[src/rtl/instr_encoder.sv]
// instr_encoder
//   Packs a decoded RV32I micro-op (opcode, rd/rs1/rs2, funct3/funct7 and a
//   32-bit immediate) back into a 32-bit instruction word. Encoded results are
//   queued in a small output FIFO with valid/ready handshakes on both sides.
//
// Parameters
//   DEPTH      output FIFO entries (power of two, >= 2)
//
// Ports
//   clk        clock, all state updates on the rising edge
//   rst_n      asynchronous active-low reset (FIFO emptied, RAM untouched)
//   flush      synchronous clear of FIFO contents, beats push and pop
//   in_valid   micro-op present            in_ready   encoder can accept (!full)
//   in_opcode  RISC-V opcode               in_rd/in_rs1/in_rs2  register indices
//   in_funct3  funct3                      in_funct7  funct7 (R-type only)
//   in_imm     immediate as produced by the immediate decoder
//   out_valid  FIFO non-empty              out_ready  consumer accepts
//   out_instr  encoded word at FIFO head   out_err    head had unknown opcode /
//                                                     out-of-range immediate
//
// Build option
//   ENC_RANGE_CHECK_EN  when defined, immediates that do not fit their format
//                       also raise err (the word is still built from the
//                       truncated bits). When undefined only unknown opcodes
//                       raise err.

module instr_encoder #(
  parameter int DEPTH = 2
) (
  input  logic        clk,
  input  logic        rst_n,
  input  logic        flush,
  input  logic        in_valid,
  output logic        in_ready,
  input  logic [6:0]  in_opcode,
  input  logic [4:0]  in_rd,
  input  logic [4:0]  in_rs1,
  input  logic [4:0]  in_rs2,
  input  logic [2:0]  in_funct3,
  input  logic [6:0]  in_funct7,
  input  logic [31:0] in_imm,
  output logic        out_valid,
  input  logic        out_ready,
  output logic [31:0] out_instr,
  output logic        out_err
);

  localparam int AW = $clog2(DEPTH);
  localparam logic [AW:0] FULL_CNT = (AW + 1)'(DEPTH);
  localparam logic [31:0] NOP_WORD = 32'h0000_0013;

  typedef enum logic [6:0] {
    OP_IMM    = 7'b0010011,
    OP_JALR   = 7'b1100111,
    OP_LOAD   = 7'b0000011,
    OP_LUI    = 7'b0110111,
    OP_STORE  = 7'b0100011,
    OP_BRANCH = 7'b1100011,
    OP_REG    = 7'b0110011
  } opcode_e;

  typedef struct packed {
    logic        err;
    logic [31:0] instr;
  } entry_t;

  // ---------------------------------------------------------------------------
  // Encoder (purely combinational on the inputs)
  // ---------------------------------------------------------------------------
`ifdef ENC_RANGE_CHECK_EN
  // An immediate fits a signed field when all bits above it match its sign bit.
  logic fits_12;
  logic fits_b;
  logic fits_u;
  assign fits_12 = (&in_imm[31:11]) | ~(|in_imm[31:11]);
  assign fits_b  = ~in_imm[0] & ((&in_imm[31:12]) | ~(|in_imm[31:12]));
  assign fits_u  = ~(|in_imm[11:0]);
`endif

  entry_t enc;

  // NOTE: every output of a combinational block gets a default first, so no
  // path through the case can leave it unassigned and infer a latch.
  always_comb begin
    enc.instr = NOP_WORD;
    enc.err   = 1'b1;
    case (in_opcode)
      OP_IMM, OP_JALR, OP_LOAD: begin
        enc.instr = {in_imm[11:0], in_rs1, in_funct3, in_rd, in_opcode};
`ifdef ENC_RANGE_CHECK_EN
        enc.err   = ~fits_12;
`else
        enc.err   = 1'b0;
`endif
      end
      OP_LUI: begin
        enc.instr = {in_imm[31:12], in_rd, in_opcode};
`ifdef ENC_RANGE_CHECK_EN
        enc.err   = ~fits_u;
`else
        enc.err   = 1'b0;
`endif
      end
      OP_STORE: begin
        enc.instr = {in_imm[11:5], in_rs2, in_rs1, in_funct3, in_imm[4:0], in_opcode};
`ifdef ENC_RANGE_CHECK_EN
        enc.err   = ~fits_12;
`else
        enc.err   = 1'b0;
`endif
      end
      OP_BRANCH: begin
        // Branch offsets are scrambled so that the sign bit stays at [31].
        enc.instr = {in_imm[12], in_imm[10:5], in_rs2, in_rs1, in_funct3,
                     in_imm[4:1], in_imm[11], in_opcode};
`ifdef ENC_RANGE_CHECK_EN
        enc.err   = ~fits_b;
`else
        enc.err   = 1'b0;
`endif
      end
      OP_REG: begin
        enc.instr = {in_funct7, in_rs2, in_rs1, in_funct3, in_rd, in_opcode};
        enc.err   = 1'b0;
      end
      default: begin
        enc.instr = NOP_WORD;
        enc.err   = 1'b1;
      end
    endcase
  end

  // ---------------------------------------------------------------------------
  // Output FIFO
  // ---------------------------------------------------------------------------
  entry_t          mem_q [DEPTH];
  logic [AW-1:0]   wr_ptr_q, wr_ptr_d;
  logic [AW-1:0]   rd_ptr_q, rd_ptr_d;
  logic [AW:0]     count_q, count_d;
  entry_t          last_q, last_d;   // last popped entry, shown while empty
  entry_t          head;
  logic            push;
  logic            pop;

  assign in_ready  = (count_q != FULL_CNT);
  assign out_valid = (count_q != '0);
  assign push      = in_valid & in_ready & ~flush;
  assign pop       = out_valid & out_ready & ~flush;
  assign head      = mem_q[rd_ptr_q];

  assign out_instr = out_valid ? head.instr : last_q.instr;
  assign out_err   = out_valid ? head.err   : last_q.err;

  always_comb begin
    wr_ptr_d = wr_ptr_q;
    rd_ptr_d = rd_ptr_q;
    count_d  = count_q;
    last_d   = last_q;
    if (flush) begin
      wr_ptr_d = '0;
      rd_ptr_d = '0;
      count_d  = '0;
    end else begin
      // DEPTH is a power of two, so pointers wrap by plain overflow.
      if (push) wr_ptr_d = wr_ptr_q + AW'(1);
      if (pop) begin
        rd_ptr_d = rd_ptr_q + AW'(1);
        last_d   = head;
      end
      case ({push, pop})
        2'b10:   count_d = count_q + (AW + 1)'(1);
        2'b01:   count_d = count_q - (AW + 1)'(1);
        default: count_d = count_q;
      endcase
    end
  end

  // NOTE: sequential state is updated only with non-blocking assignments so
  // every register samples the pre-edge values of its peers.
  always_ff @(posedge clk or negedge rst_n) begin
    if (!rst_n) begin
      wr_ptr_q <= '0;
      rd_ptr_q <= '0;
      count_q  <= '0;
      last_q   <= '0;
    end else begin
      wr_ptr_q <= wr_ptr_d;
      rd_ptr_q <= rd_ptr_d;
      count_q  <= count_d;
      last_q   <= last_d;
    end
  end

  // NOTE: the storage array has no reset; entries are only ever read after
  // being written, and leaving it unreset lets it map onto plain RAM.
  always_ff @(posedge clk) begin
    if (push) mem_q[wr_ptr_q] <= enc;
  end

endmodule

[config.mk]
export PLATFORM = sky130hd
export DESIGN_NAME = instr_encoder
export DESIGN_NICKNAME = d
export VERILOG_FILES = /design/src/rtl/instr_encoder.sv
export SDC_FILE = /design/constraint.sdc
export NUM_CORES = 1
export LEC_CHECK = 0
export CAP_MARGIN = 5
export CORE_MARGIN = 3
export CORE_UTILIZATION = 32
export CTS_BUF_LIST = sky130_fd_sc_hd__clkbuf_4 sky130_fd_sc_hd__clkbuf_8
export CTS_CLUSTER_SIZE = 30
export DETAILED_ROUTE_END_ITERATION = 8
export PLACE_DENSITY_LB_ADDON = 0.1
export SLEW_MARGIN = 20
export SYNTH_ARGS = -nofsm -noshare
export SYNTH_HDL_FRONTEND = slang
export SYNTH_SLANG_ARGS = --single-unit
[constraint.sdc]
create_clock -name clk -period 7.1 [get_ports clk]
set_clock_uncertainty 0.2 [all_clocks]
set_input_delay 1.42 -clock clk [delete_from_list [all_inputs] [get_ports clk]]
set_output_delay 1.42 -clock clk [all_outputs]
set_load 0.1 [all_outputs]
==> impl_metrics.py, run 1 <==
metrics = {
    "floorplanning": {
        "num_rows": 44,
        "initial_utilization_pct": 33.3,
        "floorplan.die.width_um": 130,
        "fp.dieArea_mm2": 0.0169,
        "num_io_pins": 104,
        "die_height_um": 130,
        "core-area_mm2": 0.0148,
    },
    "power": {
        "vdd.ir_drop.worst_v": 0.000145,
        "total_power_uw": 1800,
        "power_density_mw_per_mm2": 290,
        "leakage_uw": 0.00223,
    },
    "cells_and_area": {
        "antenna_cells": 0,
        "syn_to_layout_area_delta_pct": 26.6,
        "final_util_pct": 42.1,
        "drive_above_1_share_pct": 7.88,
        "nNetsFinal": 559,
    },
    "drt": {
        "viasPerCell": 5.05,
        "drt_pre_antenna_iters": 4,
        "drc": 0,
        "vias": 3431,
        "detail_route.wirelength_mm": 11.4,
        "wl_per_cell_um": 16.8,
        "detail_route.iter0.violations": 189,
        "final_antenna_violating_net_count": 0,
    },
    "placed_design": {
        "dpl_worst_slack_ns": 2.65,
        "globalplace.congestion": 0.761,
        "io_buffer_count": 103,
        "dp.final_hpwl_mm": 7.43,
    },
    "cts": {
        "clkSinkCount": 103,
        "cts_resized": 0,
        "level_count_of_the_clock_h_tree": 3,
        "numCtsBuffers": 9,
        "clk_path_buf_depth": 2,
        "holdBufCountCts": 0,
        "clk_latency_ns": 0.36,
        "clock_tree_from_tritoncts": "built",
        "postCtsSetupRepairBufs": 0,
        "clk_root_buffer_cell": "sky130_fd_sc_hd__clkbuf_8",
        "cts.reportedPaths.clkPinSlew_ns": 0.10,
    },
    "critical_path": {
        "worstSetupPathType": "reg -> out",
        "worst_setup_path_start_kind": "flop",
        "r2r-end": "mem_q[1][9]",
        "worst-path-max-fanout": 34,
        "cp.arrival_ns": 3.18,
        "timing.reg2reg.worst_path_depth": 5,
        "worst_setup_path_end_kind": "primary output",
        "crit_required_ns": 5.48,
        "reg2reg_slack_ns": 5.06,
        "r2r_start": "count_q[1]",
    },
    "synth": {
        "synth_ff_type": "sky130_fd_sc_hd__edfxtp_1",
        "yosysTopAreaCell": "sky130_fd_sc_hd__edfxtp_1",
        "syn-mean-instance-area_um2": 12.1,
        "yosysTopAreaCellShare_pct": 40.4,
        "largest_family_of_logic_cells_by_synthesized_area": "compound AO/OA/AOI/OAI gates",
        "post-synth-top-count-cell": "sky130_fd_sc_hd__edfxtp_1",
        "synth-seq-cells": 103,
        "syn-cell-area_mm2": 0.00491,
        "post_synth_fa_ha_maj_area_fraction_pct": 0,
        "netlist_top_cells_area": "sky130_fd_sc_hd__edfxtp_1 40%, sky130_fd_sc_hd__dfrtp_1 19%, sky130_fd_sc_hd__mux2i_1 8.2%",
        "netlist-cell-type-count": 44,
        "synth.cells.most_frequent": "66 x sky130_fd_sc_hd__edfxtp_1, 40 x sky130_fd_sc_hd__mux2i_1, 38 x sky130_fd_sc_hd__nor2_1, 38 x sky130_fd_sc_hd__o21ai_0, 37 x sky130_fd_sc_hd__dfrtp_1",
        "simple_logic_cell_fraction_of_the_synthesized_area_pct": 8.59,
        "synth_area_in_compound_gates_pct": 18.2,
        "yosysWarnings": 0,
        "postSynthCellCount": 404,
        "muxShareOfSynthArea_pct": 8.39,
        "async_flop_share_pct": 35.9,
        "post_synth_xor_area_fraction_pct": 0.357,
        "ys_seq_area_share_pct": 59.3,
        "synth-edff-count": 66,
    },
    "timing": {
        "hold_viol_final": 0,
        "period_needed_ns": 4.80,
        "grt_setup_unrepaired": "false",
        "timing.final.crit_share_pct": 67.6,
        "finalSetupViolations": 0,
        "setup_slack_ns": 2.30,
        "worstMarginPinSlew_ns": 1.08,
        "max_freq_ghz": 0.208,
        "maxSlewViolCount": 0,
        "slew_headroom_pct": 27.5,
        "total_negative_slack_for_setup_checks_ns": 0,
    },
    "global_route": {
        "grt_first_pass_wirelength_mm": 17.9,
        "grt_max_degree": 73,
        "total_routing_usage_reported_by_global_routing_pct": 13.8,
        "global_route.overflow_total": 0,
        "grt_pass1_vias": 3400,
        "antenna_found_initial": 0,
    },
    "hold_path": {
        "path_category_of_the_worst_min_delay_check": "reg -> reg",
        "hold_depth": 2,
        "hold_path_end": "last_q[18]",
        "min_from": "last_q[18]",
    },
    "run_status": {
        "status": "finished, final reports clean",
    },
    "job": {
        "timing.max_cap.violations": 0,
    },
}
[worst max-delay path by stage]
stage	from	to	slack (ns)	cells past startpoint
after detailed placement	rd_ptr_q	out_instr[24]	2.65	3
final	rd_ptr_q	out_instr[30]	2.30	3
after CTS	rd_ptr_q	out_instr[24]	2.23	3
after floorplan	flush	mem_q[1][0]	2.16	3
after global routing	rd_ptr_q	out_instr[22]	2.13	3
after global placement	count_q[0]	out_instr[4]	2.52	4
[per-layer routing]
metal / GRT usage [%] / vias to the layer above / routed length, um
li1: - / 1694 / -
met1: 18.1 / 1630 / 5210
met2: 22.7 / 94 / 5360
met3: 2.21 / 13 / 613
met4: 5.50 / 0 / 212
met5: 0 / - / 0
[final cells by class]
cell class | instances | area [um2]
multi-input cells | 260 | 1790
flip-flops and latches | 103 | 2910
clock buffers | 11 | 139
repair buffers | 106 | 1050
inverters | 10 | 37.5
well taps | 184 | 230
fillers | 1443 | 8540
clock inverters | 5 | 58.8
[per-stage QoR]
stage                     instances  hold WS, ns  area (um2)
after global routing            679        0.343        6210
final                           679        0.318        6210
after floorplan                 408        0.275        4920
after detailed placement        663        0.298        6010
after global placement          663        0.291        6010
after CTS                       679        0.321        6210
[worst max-delay path: stages (launching register included)]
cell	delay (ns)
sky130_fd_sc_hd__dfrtp_2	1.09
sky130_fd_sc_hd__mux2i_1	0.29
sky130_fd_sc_hd__a21oi_1	0.25
sky130_fd_sc_hd__clkdlybuf4s50_1	1.16
[layout by cell type, fill, tap and decap left out, types with 3 or more instances in the layout]
cell,count
sky130_fd_sc_hd__clkbuf_8,9
sky130_fd_sc_hd__a22o_1,13
sky130_fd_sc_hd__conb_1,6
sky130_fd_sc_hd__nor4b_1,5
sky130_fd_sc_hd__o31ai_1,33
sky130_fd_sc_hd__dfrtp_1,36
sky130_fd_sc_hd__inv_1,10
sky130_fd_sc_hd__a21oi_1,36
sky130_fd_sc_hd__a221o_1,4
sky130_fd_sc_hd__o22ai_1,6
sky130_fd_sc_hd__nor3_1,3
sky130_fd_sc_hd__o21ai_0,37
sky130_fd_sc_hd__edfxtp_1,66
sky130_fd_sc_hd__clkdlybuf4s50_1,101
sky130_fd_sc_hd__nand2_1,4
sky130_fd_sc_hd__mux2i_1,40
sky130_fd_sc_hd__buf_4,4
sky130_fd_sc_hd__nor2_1,38
[registers in the layout, indices dropped and copies added (netlist names)]
signal / count
rd_ptr_q: 1
wr_ptr_q: 1
count_q: 2
mem_q: 66
last_q: 33
[power by group]
group	internal (uW)	total [uW]	switching, uW
Clock	171	365	194
Combinational	188	698	510
Sequential	704	742	38.0
[kinds of logic (layout without fill, tap and decap cells)]
kind of cell	Yosys count	count (layout)
XOR/XNOR	2	2
buffers and inverters	45	132
AO/OA/AOI/OAI	138	138
AND/OR/NAND/NOR	73	73
flip-flops	103	103
multiplexers	41	41
other	2	6
(Power assumes the default switching activity.)
==> run 2, diff against run 1 <==
==> constraint.sdc (replaced) <==
create_clock -name clk -period 4.26 [get_ports clk]
set_clock_uncertainty 0.2 [all_clocks]
set_input_delay 0.852 -clock clk [delete_from_list [all_inputs] [get_ports clk]]
set_output_delay 0.852 -clock clk [all_outputs]
set_load 0.1 [all_outputs]
==> impl_metrics.py, run 2 (same netlist as run 1, synthesis figures left out) <==
metrics = {
    "run_status": {
        "status": "finished, final reports clean",
    },
    "power": {
        "power.combinational.fraction_pct": 39.2,
        "cellInternalPower_uw": 1700,
        "switchingPower_uw": 1240,
        "power_density_mw_per_mm2": 478,
        "sequentialPowerShare_pct": 41.9,
        "swShare_pct": 42.3,
        "power.clock.fraction_pct": 18.9,
        "vdd.ir_drop.worst_v": 0.000231,
        "leakage_uw": 0.00228,
    },
    "timing": {
        "slew_headroom_pct": 35.6,
        "finalSetupViolations": 0,
        "max_freq_ghz": 0.305,
        "grt_setup_unrepaired": "false",
        "timing.final.crit_share_pct": 76.9,
        "maxSlewViolCount": 0,
        "total_negative_slack_for_setup_checks_ns": 0,
        "final_hold_slack_ns": 0.316,
        "hold_viol_final": 0,
        "period_needed_ns": 3.28,
        "worstMarginPinSlew_ns": 0.963,
    },
    "cells_and_area": {
        "mostFrequentLayoutCell": "sky130_fd_sc_hd__clkdlybuf4s50_1",
        "largestRegisters": "mem_q (66), last_q (33), count_q (2)",
        "most-common-layout-cells": "67 x sky130_fd_sc_hd__clkdlybuf4s50_1, 66 x sky130_fd_sc_hd__edfxtp_1, 42 x sky130_fd_sc_hd__buf_4",
        "post-route-cell-area_mm2": 0.00615,
        "antenna_cells": 0,
        "layout.filler_cells": 1429,
        "drive_above_1_share_pct": 15.4,
        "largest-register": "mem_q",
        "largest_register_ffs": 66,
        "nNetsFinal": 564,
        "layout.area.seq_mm2": 0.00291,
        "multiInputGateArea_mm2": 0.00180,
        "syn_to_layout_area_delta_pct": 25.3,
        "final_util_pct": 41.7,
    },
    "cts": {
        "postCtsSetupRepairBufs": 0,
        "cts.reportedPaths.clkPinSlew_ns": 0.09,
        "clk_latency_ns": 0.36,
        "cts_resized": 0,
        "level_count_of_the_clock_h_tree": 3,
        "numCtsBuffers": 9,
        "clock_tree_from_tritoncts": "built",
        "clkSinkCount": 103,
        "clk_path_buf_depth": 2,
        "clk_root_buffer_cell": "sky130_fd_sc_hd__clkbuf_8",
        "holdBufCountCts": 0,
    },
    "drt": {
        "detail_route.wirelength_mm": 11.8,
        "viasPerCell": 5.10,
        "drt_pre_antenna_iters": 4,
        "detail_route.iter0.violations": 188,
        "vias": 3488,
        "drc": 0,
        "wl_per_cell_um": 17.3,
        "final_antenna_violating_net_count": 0,
    },
    "critical_path": {
        "crit_required_ns": 3.21,
        "cp.arrival_ns": 2.22,
        "worstSetupPathType": "reg -> out",
        "reg2reg_slack_ns": 2.10,
        "worst_setup_path_end_kind": "primary output",
        "worst-path-max-fanout": 22,
        "worst_setup_path_start_kind": "flop",
    },
    "placed_design": {
        "dp.final_hpwl_mm": 7.86,
        "dpl-instance-area_mm2": 0.00598,
        "globalplace.congestion": 0.726,
        "io_buffer_count": 103,
    },
    "job": {
        "timing.max_cap.violations": 0,
    },
    "floorplanning": {
        "core-area_mm2": 0.0148,
        "num_rows": 44,
        "die_height_um": 130,
        "initial_utilization_pct": 33.3,
        "fp.dieArea_mm2": 0.0169,
        "num_io_pins": 104,
        "floorplan.die.width_um": 130,
    },
    "global_route": {
        "grt_pass1_vias": 3379,
        "antenna_found_initial": 0,
        "grt_max_degree": 69,
        "grt_first_pass_wirelength_mm": 18.6,
        "global_route.overflow_total": 0,
        "total_routing_usage_reported_by_global_routing_pct": 14.3,
    },
    "hold_path": {
        "path_category_of_the_worst_min_delay_check": "reg -> reg",
    },
}
-- run 2: per-layer routing --
layer | GRT usage [%] | wire [um] | part of all wire [%]
met4 | 4.95 | 174 | 1.5
met3 | 2.87 | 644 | 5.4
met5 | 0 | 0 | 0
met1 | 20.4 | 5790 | 49
met2 | 21.8 | 5220 | 44
-- run 2: final timing paths --
| check | from | end | depth (start not counted) |
|---|---|---|---|
| worst max-delay path | rd_ptr_q | out_instr[22] | 4 |
| worst min-delay path | last_q[3] | last_q[3] | 2 |
| worst max register to register | count_q[0] | rd_ptr_q | 4 |
| worst min register to register | last_q[3] | last_q[3] | 2 |
| max in group asynchronous | rst_n | rd_ptr_q | 1 |
| min in group asynchronous | rst_n | last_q[32] | 1 |
-- run 2: area by class of cell --
| type | count | area share (%) |
|---|---|---|
| Sequential cell | 103 | 47.3 |
| Clock inverter | 4 | 0.346 |
| Clock buffer | 12 | 2.48 |
| Multi-Input combinational cell | 260 | 29.3 |
| Inverter | 10 | 0.610 |
| Timing Repair Buffer | 111 | 16.2 |
| Tap cell | 184 | 3.74 |
-- run 2: critical path, stage by stage (launching register included) --
cell and delay [ns]:
sky130_fd_sc_hd__dfrtp_2 0.84, sky130_fd_sc_hd__buf_4 0.31, sky130_fd_sc_hd__mux2i_1 0.29, sky130_fd_sc_hd__a21oi_1 0.14, sky130_fd_sc_hd__buf_4 0.29
-- run 2: power by group through the flow --
stage                     logic, uW  registers [uW]  clock network [uW]
after global routing           1220            1250                 618
final                          1150            1230                 556
after CTS                      1160            1230                 576
after detailed placement       1160            1250                   0
after global placement         1150            1250                   0
after floorplan                 906            1230                   0
-- run 2: stage by stage --
stage               power [uW]  worst slack [ns]  std cells
floorplan                 2140             0.108        408
global placement          2400              1.12        668
detailed placement        2410              1.26        668
CTS                       2970             0.908        684
global route              3080             0.804        684
finish                    2940             0.984        684
